### src/rtl/divisor_8bits_seq.sv
// -----------------------------------------------------------------------------
// divisor_8bits_seq
// Sequential restoring divider: one quotient bit per clock, MSB first.
// A start with a non-zero divisor finishes LARGURA cycles later. A start with a
// zero divisor finishes on the start edge and raises erro_div_zero.
// Optional feature: define DIVISOR_COM_SINAL_EN for two's-complement operands.
// The magnitudes are divided, and the signs are fixed up on the edge that
// enters FIM.
// -----------------------------------------------------------------------------
module divisor_8bits_seq #(
  parameter int LARGURA = 8
) (
  input  logic               clock,
  input  logic               reset,
  input  logic               iniciar,
  input  logic [LARGURA-1:0] dividendo,
  input  logic [LARGURA-1:0] divisor,
  output logic [LARGURA-1:0] quociente,
  output logic [LARGURA-1:0] resto,
  output logic               ocupado,
  output logic               pronto,
  output logic               erro_div_zero
);

  localparam int CNT_W = (LARGURA > 1) ? $clog2(LARGURA) : 1;
  localparam logic [CNT_W-1:0] ULTIMO = CNT_W'(LARGURA - 1);

  typedef enum logic [1:0] {
    OCIOSO  = 2'd0,
    CALCULA = 2'd1,
    FIM     = 2'd2
  } estado_t;

  estado_t            estado_q, estado_d;
  logic [LARGURA-1:0] dvd_q, dvd_d;        // dividend, shifted out MSB first
  logic [LARGURA-1:0] dvs_q, dvs_d;        // latched divisor (magnitude)
  logic [LARGURA:0]   rem_q, rem_d;        // partial remainder, one guard bit
  logic [LARGURA-1:0] quo_q, quo_d;        // quotient bits collected so far
  logic [CNT_W-1:0]   cnt_q, cnt_d;        // iteration counter
  logic [LARGURA-1:0] quociente_q, quociente_d;
  logic [LARGURA-1:0] resto_q, resto_d;
  logic               erro_q, erro_d;

`ifdef DIVISOR_COM_SINAL_EN
  logic               neg_quo_q, neg_quo_d;  // quotient must be negated
  logic               neg_rem_q, neg_rem_d;  // remainder must be negated
  logic [LARGURA-1:0] mag_dvd, mag_dvs;
`endif

  // One restoring step: shift in the next dividend bit, trial-subtract, and
  // keep the difference only when no borrow occurs.
  logic [LARGURA+1:0] desloc;
  logic [LARGURA+1:0] dif;
  logic               borrow;
  logic [LARGURA:0]   rem_step;
  logic [LARGURA-1:0] quo_step;

  // Datapath for a single division step
  always_comb begin
    desloc   = {rem_q, dvd_q[LARGURA-1]};
    dif      = desloc - {2'b00, dvs_q};
    borrow   = dif[LARGURA+1];
    rem_step = borrow ? desloc[LARGURA:0] : dif[LARGURA:0];
    quo_step = {quo_q[LARGURA-2:0], ~borrow};
  end

  // Next-state and datapath control for the OCIOSO/CALCULA/FIM FSM
  always_comb begin
    // NOTE: every signal assigned here gets a default first, so a path that
    // skips an assignment holds the register value and does not infer a latch.
    estado_d    = estado_q;
    dvd_d       = dvd_q;
    dvs_d       = dvs_q;
    rem_d       = rem_q;
    quo_d       = quo_q;
    cnt_d       = cnt_q;
    quociente_d = quociente_q;
    resto_d     = resto_q;
    erro_d      = erro_q;
`ifdef DIVISOR_COM_SINAL_EN
    neg_quo_d   = neg_quo_q;
    neg_rem_d   = neg_rem_q;
    mag_dvd     = dividendo[LARGURA-1] ? ('0 - dividendo) : dividendo;
    mag_dvs     = divisor[LARGURA-1]   ? ('0 - divisor)   : divisor;
`endif

    case (estado_q)
      OCIOSO: begin
        if (iniciar) begin
          if (divisor == '0) begin
            // A zero divisor is resolved on the start edge.
            quociente_d = '1;
            resto_d     = dividendo;
            erro_d      = 1'b1;
            estado_d    = FIM;
          end else begin
`ifdef DIVISOR_COM_SINAL_EN
            dvd_d     = mag_dvd;
            dvs_d     = mag_dvs;
            neg_quo_d = dividendo[LARGURA-1] ^ divisor[LARGURA-1];
            neg_rem_d = dividendo[LARGURA-1];
`else
            dvd_d     = dividendo;
            dvs_d     = divisor;
`endif
            rem_d     = '0;
            quo_d     = '0;
            cnt_d     = '0;
            estado_d  = CALCULA;
          end
        end
      end

      CALCULA: begin
        dvd_d = {dvd_q[LARGURA-2:0], 1'b0};
        rem_d = rem_step;
        quo_d = quo_step;
        cnt_d = cnt_q + CNT_W'(1);
        if (cnt_q == ULTIMO) begin
          // The last step writes the results directly, so the latency is
          // the same in both the unsigned and the signed builds.
`ifdef DIVISOR_COM_SINAL_EN
          quociente_d = neg_quo_q ? ('0 - quo_step) : quo_step;
          resto_d     = neg_rem_q ? ('0 - rem_step[LARGURA-1:0])
                                  : rem_step[LARGURA-1:0];
`else
          quociente_d = quo_step;
          resto_d     = rem_step[LARGURA-1:0];
`endif
          erro_d   = 1'b0;
          estado_d = FIM;
        end
      end

      FIM: begin
        estado_d = OCIOSO;
      end

      default: begin
        estado_d = OCIOSO;
      end
    endcase
  end

  // State and datapath registers, with a synchronous reset that wins over everything
  always_ff @(posedge clock) begin
    // NOTE: sequential state uses non-blocking assignments only, so every
    // register samples the values from before the edge.
    if (reset) begin
      estado_q    <= OCIOSO;
      dvd_q       <= '0;
      dvs_q       <= '0;
      rem_q       <= '0;
      quo_q       <= '0;
      cnt_q       <= '0;
      quociente_q <= '0;
      resto_q     <= '0;
      erro_q      <= 1'b0;
`ifdef DIVISOR_COM_SINAL_EN
      neg_quo_q   <= 1'b0;
      neg_rem_q   <= 1'b0;
`endif
    end else begin
      estado_q    <= estado_d;
      dvd_q       <= dvd_d;
      dvs_q       <= dvs_d;
      rem_q       <= rem_d;
      quo_q       <= quo_d;
      cnt_q       <= cnt_d;
      quociente_q <= quociente_d;
      resto_q     <= resto_d;
      erro_q      <= erro_d;
`ifdef DIVISOR_COM_SINAL_EN
      neg_quo_q   <= neg_quo_d;
      neg_rem_q   <= neg_rem_d;
`endif
    end
  end

  assign quociente     = quociente_q;
  assign resto         = resto_q;
  assign erro_div_zero = erro_q;
  assign ocupado       = (estado_q != OCIOSO);
  assign pronto        = (estado_q == FIM);

endmodule

### config.mk
export PLATFORM = sky130hd
export DESIGN_NAME = divisor_8bits_seq
export DESIGN_NICKNAME = d
export VERILOG_FILES = /design/src/rtl/divisor_8bits_seq.sv
export SDC_FILE = /design/constraint.sdc
export NUM_CORES = 1
export LEC_CHECK = 0
export BUFFER_PORTS_ARGS = -buffer_cell sky130_fd_sc_hd__buf_2
export CAP_MARGIN = 15
export CORE_MARGIN = 4
export CORE_UTILIZATION = 64
export CTS_BUF_LIST = sky130_fd_sc_hd__clkbuf_4 sky130_fd_sc_hd__clkbuf_8
export CTS_CLUSTER_SIZE = 40
export DETAILED_ROUTE_END_ITERATION = 10
export GPL_TIMING_DRIVEN = 0
export HOLD_SLACK_MARGIN = 0.06
export PLACE_DENSITY = 0.87
export SYNTH_ARGS = -nofsm -noshare
export SYNTH_HDL_FRONTEND = slang
export SYNTH_SLANG_ARGS = --single-unit
### constraint.sdc
create_clock -name clock -period 5.3 [get_ports clock]
set_input_delay 1.06 -clock clock [delete_from_list [all_inputs] [get_ports clock]]
set_output_delay 1.06 -clock clock [all_outputs]
set_load 0.01 [all_outputs]
==> impl_metrics.toml, run 1 <==
[status]
status = "complete, no violations"

[cts]
clock_latency_ns = 0.32
tritoncts = "built"
clock_sinks = 54
cts.clk_slew.worst_paths_ns = 0.09
ctsHoldBuffers = 0
postCtsSetupBuffers = 0
cts-resized-gates = 0
cts_buffer_depth = 2
htree_levels = 2
cts_made_buffers = 5
cts_root_buf = "clkbuf_8"

[sta]
tightest_slew_ns = 0.847
timing.final.crit_period_ns = 3.03
final.setup.tns_ns = 0
hold_viol_final = 0
slew_viol_final = 0
finClkSkew_ns = 0.0123
post-route-period-util_pct = 57.2
setup_violations = 0
fmax_mhz = 330
slew_headroom_pct = 43.5
rsz0062_at_grt = "no"

[pwr]
leakage_nw = 1.29
peakVddDrop_v = 0.000218
pwr-share-seq_pct = 38.1
p_int_uw = 781
p_per_area_nw_per_um2 = 384
swShare_pct = 36.1
p_total_mw = 1.22
p_sw_uw = 441
comb_power_share_pct = 37.8
clock_power_share_pct = 24.1

[setup_path]
cp_max_fo = 9
critical_path_class = "in -> reg"
crit_slowest_cell = "or4_1"
start_kind = "input port"
cp_data_arrival_time_ns = 3.26
endpoint_kind = "flip-flop"
crit_required_ns = 5.53
path_common_cell = "o21ai_0"
path_cells = "buf_2 > or4_1 > o21ai_0 > a21oi_1 > nor2_1 > nand2_1 > o21ai_0"
cp_slowest_stage_delay_ns = 0.57

[grt]
antenna_found_initial = 0
grt_overflow = 0
grt_max_degree = 18
grt_pass1_vias = 2793
grt_pass1_wl_microns = 12800
gr-usage-all-layers_pct = 29.9

[routing]
vias_per_cell = 6.43
dr.pass1.iters = 6
detail_route.wl_per_cell_microns = 17.3
num_vias = 2796
drtIter0Drc = 390
drc = 0
wl_microns = 7530
antenna_left = 0

[synth]
synth.area.top_cells = "dfxtp_1, nand2_1, nor2_1"
synthArstFlopShare_pct = 0
ys_seq_area_share_pct = 38.4
synth_nets = 371
syn_inst = 341
ys_seq_elements = 54
yosysWarnings = 0
avgSynthCellArea_sq_um = 8.26
synth_flop_cell = "dfxtp_1"
yosysTopAreaCellShare_pct = 38.4
yosysTopAreaCell = "dfxtp_1"
syn_area_sq_um = 2820
synth_edf_count = 0
yosys.cell_types.count = 54

[flow_run]
maxCapViolCount = 0

[final_layout]
area_growth_syn_to_layout_pct = 12.9
drive_gt1_share_pct = 16.1
stdcell_area_sq_um = 3180
fillers = 315
stdcell_count = 435
layout_commonest_cell = "dfxtp_1"
layout_common_cells = "dfxtp_1, buf_2, nor2_1, nand2_1, o21ai_0"
antenna_cells = 0
nets = 414

[die]
core_area_sq_um = 4120
dieArea_sq_um = 5530
rows = 23
die_w_microns = 74.4
boundaryPins = 38
initial_core_util_pct = 68.5
die_y_microns = 74.4

[placed_design]
place_congestion = 0.880
io_buffers = 36
dp.cells = 427
dpl_cell_area_sq_um = 3060
hpwl_microns = 5520

[min_path]
hold_path_class = "reg -> reg"
## power by group through the flow
stage | logic, mW | clock network, mW | registers, mW
2_1_floorplan | 0.338 | 0 | 0.470
3_3_place_gp | 0.434 | 0 | 0.473
3_5_place_dp | 0.444 | 0 | 0.474
4_1_cts | 0.450 | 0.296 | 0.465
5_1_grt | 0.505 | 0.312 | 0.469
6_report | 0.461 | 0.294 | 0.466
## layout make-up
class | count | area (sq um) | share of cell area [%]
flip-flops and latches | 54 | 1080 | 34.0
clock inverters | 2 | 38.8 | 1.22
clock buffers | 6 | 82.6 | 2.60
multi-input cells | 254 | 1590 | 49.8
plain buffers | 20 | 103 | 3.22
repair buffers | 36 | 180 | 5.66
well taps | 50 | 62.6 | 1.97
inverters | 13 | 48.8 | 1.53
## sequential cells by signal (all words and copies together) (netlist names)
register,cells
rem_q,9
dvd_q,8
quociente,8
cnt_q,3
quo_q,7
estado_q,2
dvs_q,8
erro_div_zero,1
resto,8
## synthesized netlist by cell type (2+ instances only)
cell / count
dfxtp_1: 54
nand2_1: 39
nor2_1: 39
o21ai_0: 24
a21oi_1: 20
nor3_1: 16
inv_1: 13
clkbuf_1: 12
ha_1: 10
a22oi_1: 9
o2111ai_1: 8
o211ai_1: 8
mux2i_1: 6
a21o_1: 5
xnor2_1: 5
a222oi_1: 4
a31oi_1: 4
buf_2: 4
nand3_1: 4
nor2b_1: 4
o21a_1: 4
a211oi_1: 3
a311oi_1: 3
nand2b_1: 3
a2111oi_0: 2
a211o_1: 2
a211oi_2: 2
buf_4: 2
buf_6: 2
mux2_2: 2
nor2_2: 2
nor4_1: 2
or2_2: 2
or4_1: 2
## worst max-delay path, delay by kind of cell
family                 cells  cell delay [ns]
AOI/OAI and AO/OA          3             0.82
and+or+nand+nor            3             1.27
buffers and inverters      1             0.10
## per-layer routing
metal,vias up,global-route usage (%),part of all wire [%]
li1,1332,-,-
met4,0,14.4,3.6
met3,30,5.27,8.1
met2,139,48.5,47
met5,-,0,0
met1,1295,38.6,42
## per-stage QoR
stage | util, % | setup slack, ns | hold WS [ns]
6_report | 77.3 | 2.27 | 0.462
5_1_grt | 77.3 | 2.12 | 0.492
4_1_cts | 77.3 | 2.33 | 0.461
3_5_place_dp | 74.4 | 2.05 | 0.448
3_3_place_gp | 74.4 | 2.16 | 0.443
2_1_floorplan | - | 2.52 | 0.432
## final timing paths
kind / from / end / slack (ns) / depth (start not counted)
setup reg to reg: dvs_q[6]$_SDFFE_PP0P_ / rem_q[6]$_SDFFE_PP0P_ / 2.44 / 9
setup / recovery: divisor[5] / rem_q[5]$_SDFFE_PP0P_ / 2.27 / 7
hold / removal: dvs_q[2]$_SDFFE_PP0P_ / dvs_q[2]$_SDFFE_PP0P_ / 0.46 / 2
hold reg to reg: dvs_q[2]$_SDFFE_PP0P_ / dvs_q[2]$_SDFFE_PP0P_ / 0.46 / 2
## cells by family (layout without fill, tap and decap cells)
| logic type | count (synthesis) | count (layout) | share of synthesized area [%] |
|---|---|---|---|
| AOI/OAI and AO/OA | 106 | 106 | 26.2 |
| xor gates and xnor gates | 6 | 6 | 1.86 |
| adders and majority gates | 11 | 11 | 5.15 |
| buffers and inverters | 33 | 77 | 5.37 |
| DFF | 54 | 54 | 38.4 |
| muxes | 8 | 8 | 2.93 |
| and+or+nand+nor | 123 | 123 | 20.1 |
Power figures use the tool's default switching activity.
==> run 2, diff against run 1 <==
- CORE_UTILIZATION: 64 -> 54
- PLACE_DENSITY: 0.87 -> 0.79
- clock period: 5.3 -> 2.6 ns (I/O delays scaled with it)
==> run 2 against run 1 <==
Net effect: critical path depth grew 3; cell area increased by 2.1%; hold slack got worse by 0.015 ns; largest cell class unchanged; setup slack worse by 2.1 ns.
==> impl_metrics.toml, run 2 (synthesis gave the netlist of run 1 again) <==
[sta]
post-route-period-util_pct = 95.4
finClkSkew_ns = 0.00711
setup_violations = 0
slew_headroom_pct = 41.2
hold_viol_final = 0
fmax_mhz = 403
slew_viol_final = 0
timing.final.crit_period_ns = 2.48
final.setup.tns_ns = 0
setup_ws_ns = 0.118
tightest_slew_ns = 0.883

[grt]
grt_overflow = 0
grt_pass1_wl_microns = 12300
antenna_found_initial = 0
grt_max_degree = 16
grt_pass1_vias = 2492
gr-usage-all-layers_pct = 24.4

[pwr]
pwr-share-seq_pct = 37.8
p_per_area_nw_per_um2 = 775
clock_power_share_pct = 18.5
peakVddDrop_v = 0.000378
p_sw_uw = 924
p_total_mw = 2.52
p_int_mw = 1.59
comb_power_share_pct = 43.7
leakage_nw = 1.31
swShare_pct = 36.7

[setup_path]
crit_path_start = "dvd_q[7]$_SDFFE_PP0P_"
r2r_start = "dvd_q[7]$_SDFFE_PP0P_"
path_common_cell = "inv_1"
cp_data_arrival_time_ns = 2.68
crit_end = "resto[6]$_SDFFE_PP0P_"
critical_path_class = "reg -> reg"
r2r_end = "resto[6]$_SDFFE_PP0P_"
cp_max_fo = 4
r2r_cells = 10
cp_slowest_stage_delay_ns = 0.41
endpoint_kind = "flip-flop"
reg2reg_slack_ns = 0.12
crit_required_ns = 2.80
crit_slowest_cell = "fa_1"
path_cells = "inv_1 > ha_1 > inv_1 > fa_1 > a211o_1 > a21oi_4 > o21bai_1 > xor2_1 > nor4b_1 > or3_1"
start_kind = "flip-flop"

[routing]
num_vias = 2734
drc = 0
vias_per_cell = 5.96
detail_route.wl_per_cell_microns = 16.3
antenna_left = 0
drtIter0Drc = 183
dr.pass1.iters = 5
wl_microns = 7460

[final_layout]
layout_commonest_cell = "dfxtp_1"
largest_reg_flops = 9
layout_common_cells = "dfxtp_1, buf_2, nand2_1"
post-route-util_pct = 64.0
nets = 419
area_growth_syn_to_layout_pct = 15.3
drive_gt1_share_pct = 18.3
antenna_cells = 0
largest-register = "rem_q"

[flow_run]
maxCapViolCount = 0

[placed_design]
hpwl_microns = 5550
post-place-ws_ns = -0.143
io_buffers = 36
place_congestion = 0.852

[min_path]
hold_path_class = "in -> reg"

[cts]
cts_buffer_depth = 2
cts_made_buffers = 5
tritoncts = "built"
cts.clk_slew.worst_paths_ns = 0.09
htree_levels = 2
clock_latency_ns = 0.31
cts_root_buf = "clkbuf_8"
clock_sinks = 54

[die]
dieArea_sq_um = 6440
initial_core_util_pct = 55.5
die_y_microns = 80.2
rows = 26
die_w_microns = 80.2
boundaryPins = 38
core_area_sq_um = 5070

[status]
status = "complete, no violations"
## run 2: cell count changes in the layout (fill, tap and decap cells not counted), sizes merged
cell	previous run	this run
inv	14	13
buf	44	49
bufinv	1	0
clkinvlp	0	1
## run 2: repair_timing
item | in CTS | in global routing
setup endpoints to repair | 13 | 17
endpoints found under the hold margin | 0 | 0
cloned | 0 | 0
hold buffers | 0 | 0
resized for setup | 2 | 10
buffers inserted | 4 | 1
pin swaps | 2 | 3
## run 2: stage by stage
step / instances / cell area, sq um / hold WS, ns
after global placement: 447 / 3090 / 0.444
after detailed placement: 447 / 3090 / 0.452
after CTS: 458 / 3210 / 0.444
final: 459 / 3250 / 0.446
after global routing: 459 / 3250 / 0.439
after floorplan: 341 / 2820 / 0.432
## run 2: critical path: cells and delay by family (launching register included)
kind                     cells  cell delay, ns
AO/OA/AOI/OAI                3            0.59
XOR/XNOR                     1            0.16
buffers and inverters        2            0.15
adder cells (fa/ha/maj)      2            0.59
AND/OR/NAND/NOR              2            0.52
flip-flops                   1            0.37
## run 2: layer usage
layer  global-route usage, %  part of all wire [%]
met4                    9.29                   1.9
met5                       0                     0
met2                    38.8                    47
met1                    33.2                    45
met3                    3.81                   5.8
## run 2: worst min path at each step
| stage | startpoint | depth (start not counted) | slack, ns | end |
|---|---|---|---|---|
| after detailed placement | dvs_q[6]$_SDFFE_PP0P_ | 2 | 0.45 | dvs_q[6]$_SDFFE_PP0P_ |
| final | divisor[7] | 3 | 0.45 | dvs_q[7]$_SDFFE_PP0P_ |
| after floorplan | dvd_q[0]$_SDFFE_PP0P_ | 2 | 0.43 | dvd_q[0]$_SDFFE_PP0P_ |
| after CTS | divisor[7] | 3 | 0.44 | dvs_q[7]$_SDFFE_PP0P_ |
| after global routing | divisor[1] | 3 | 0.44 | dvs_q[1]$_SDFFE_PP0P_ |
| after global placement | dvs_q[7]$_SDFFE_PP0P_ | 2 | 0.44 | dvs_q[7]$_SDFFE_PP0P_ |
## run 2: power groups by stage
stage | Combinational, mW | Clock (mW) | Sequential, mW
after floorplan | 0.689 | 0 | 0.959
after global placement | 0.892 | 0 | 0.964
after detailed placement | 0.908 | 0 | 0.967
after CTS | 1.02 | 0.467 | 0.948
after global routing | 1.19 | 0.501 | 0.959
final | 1.10 | 0.466 | 0.951
## run 2: area by class of cell
cell class	count	area, sq um
Buffer	20	108
Tap cell	70	87.6
Fill cell	467	1830
Clock buffer	6	76.3
Sequential cell	54	1080
Clock inverter	1	7.51
Inverter	13	48.8
Multi-Input combinational cell	254	1620
Timing Repair Buffer	41	218
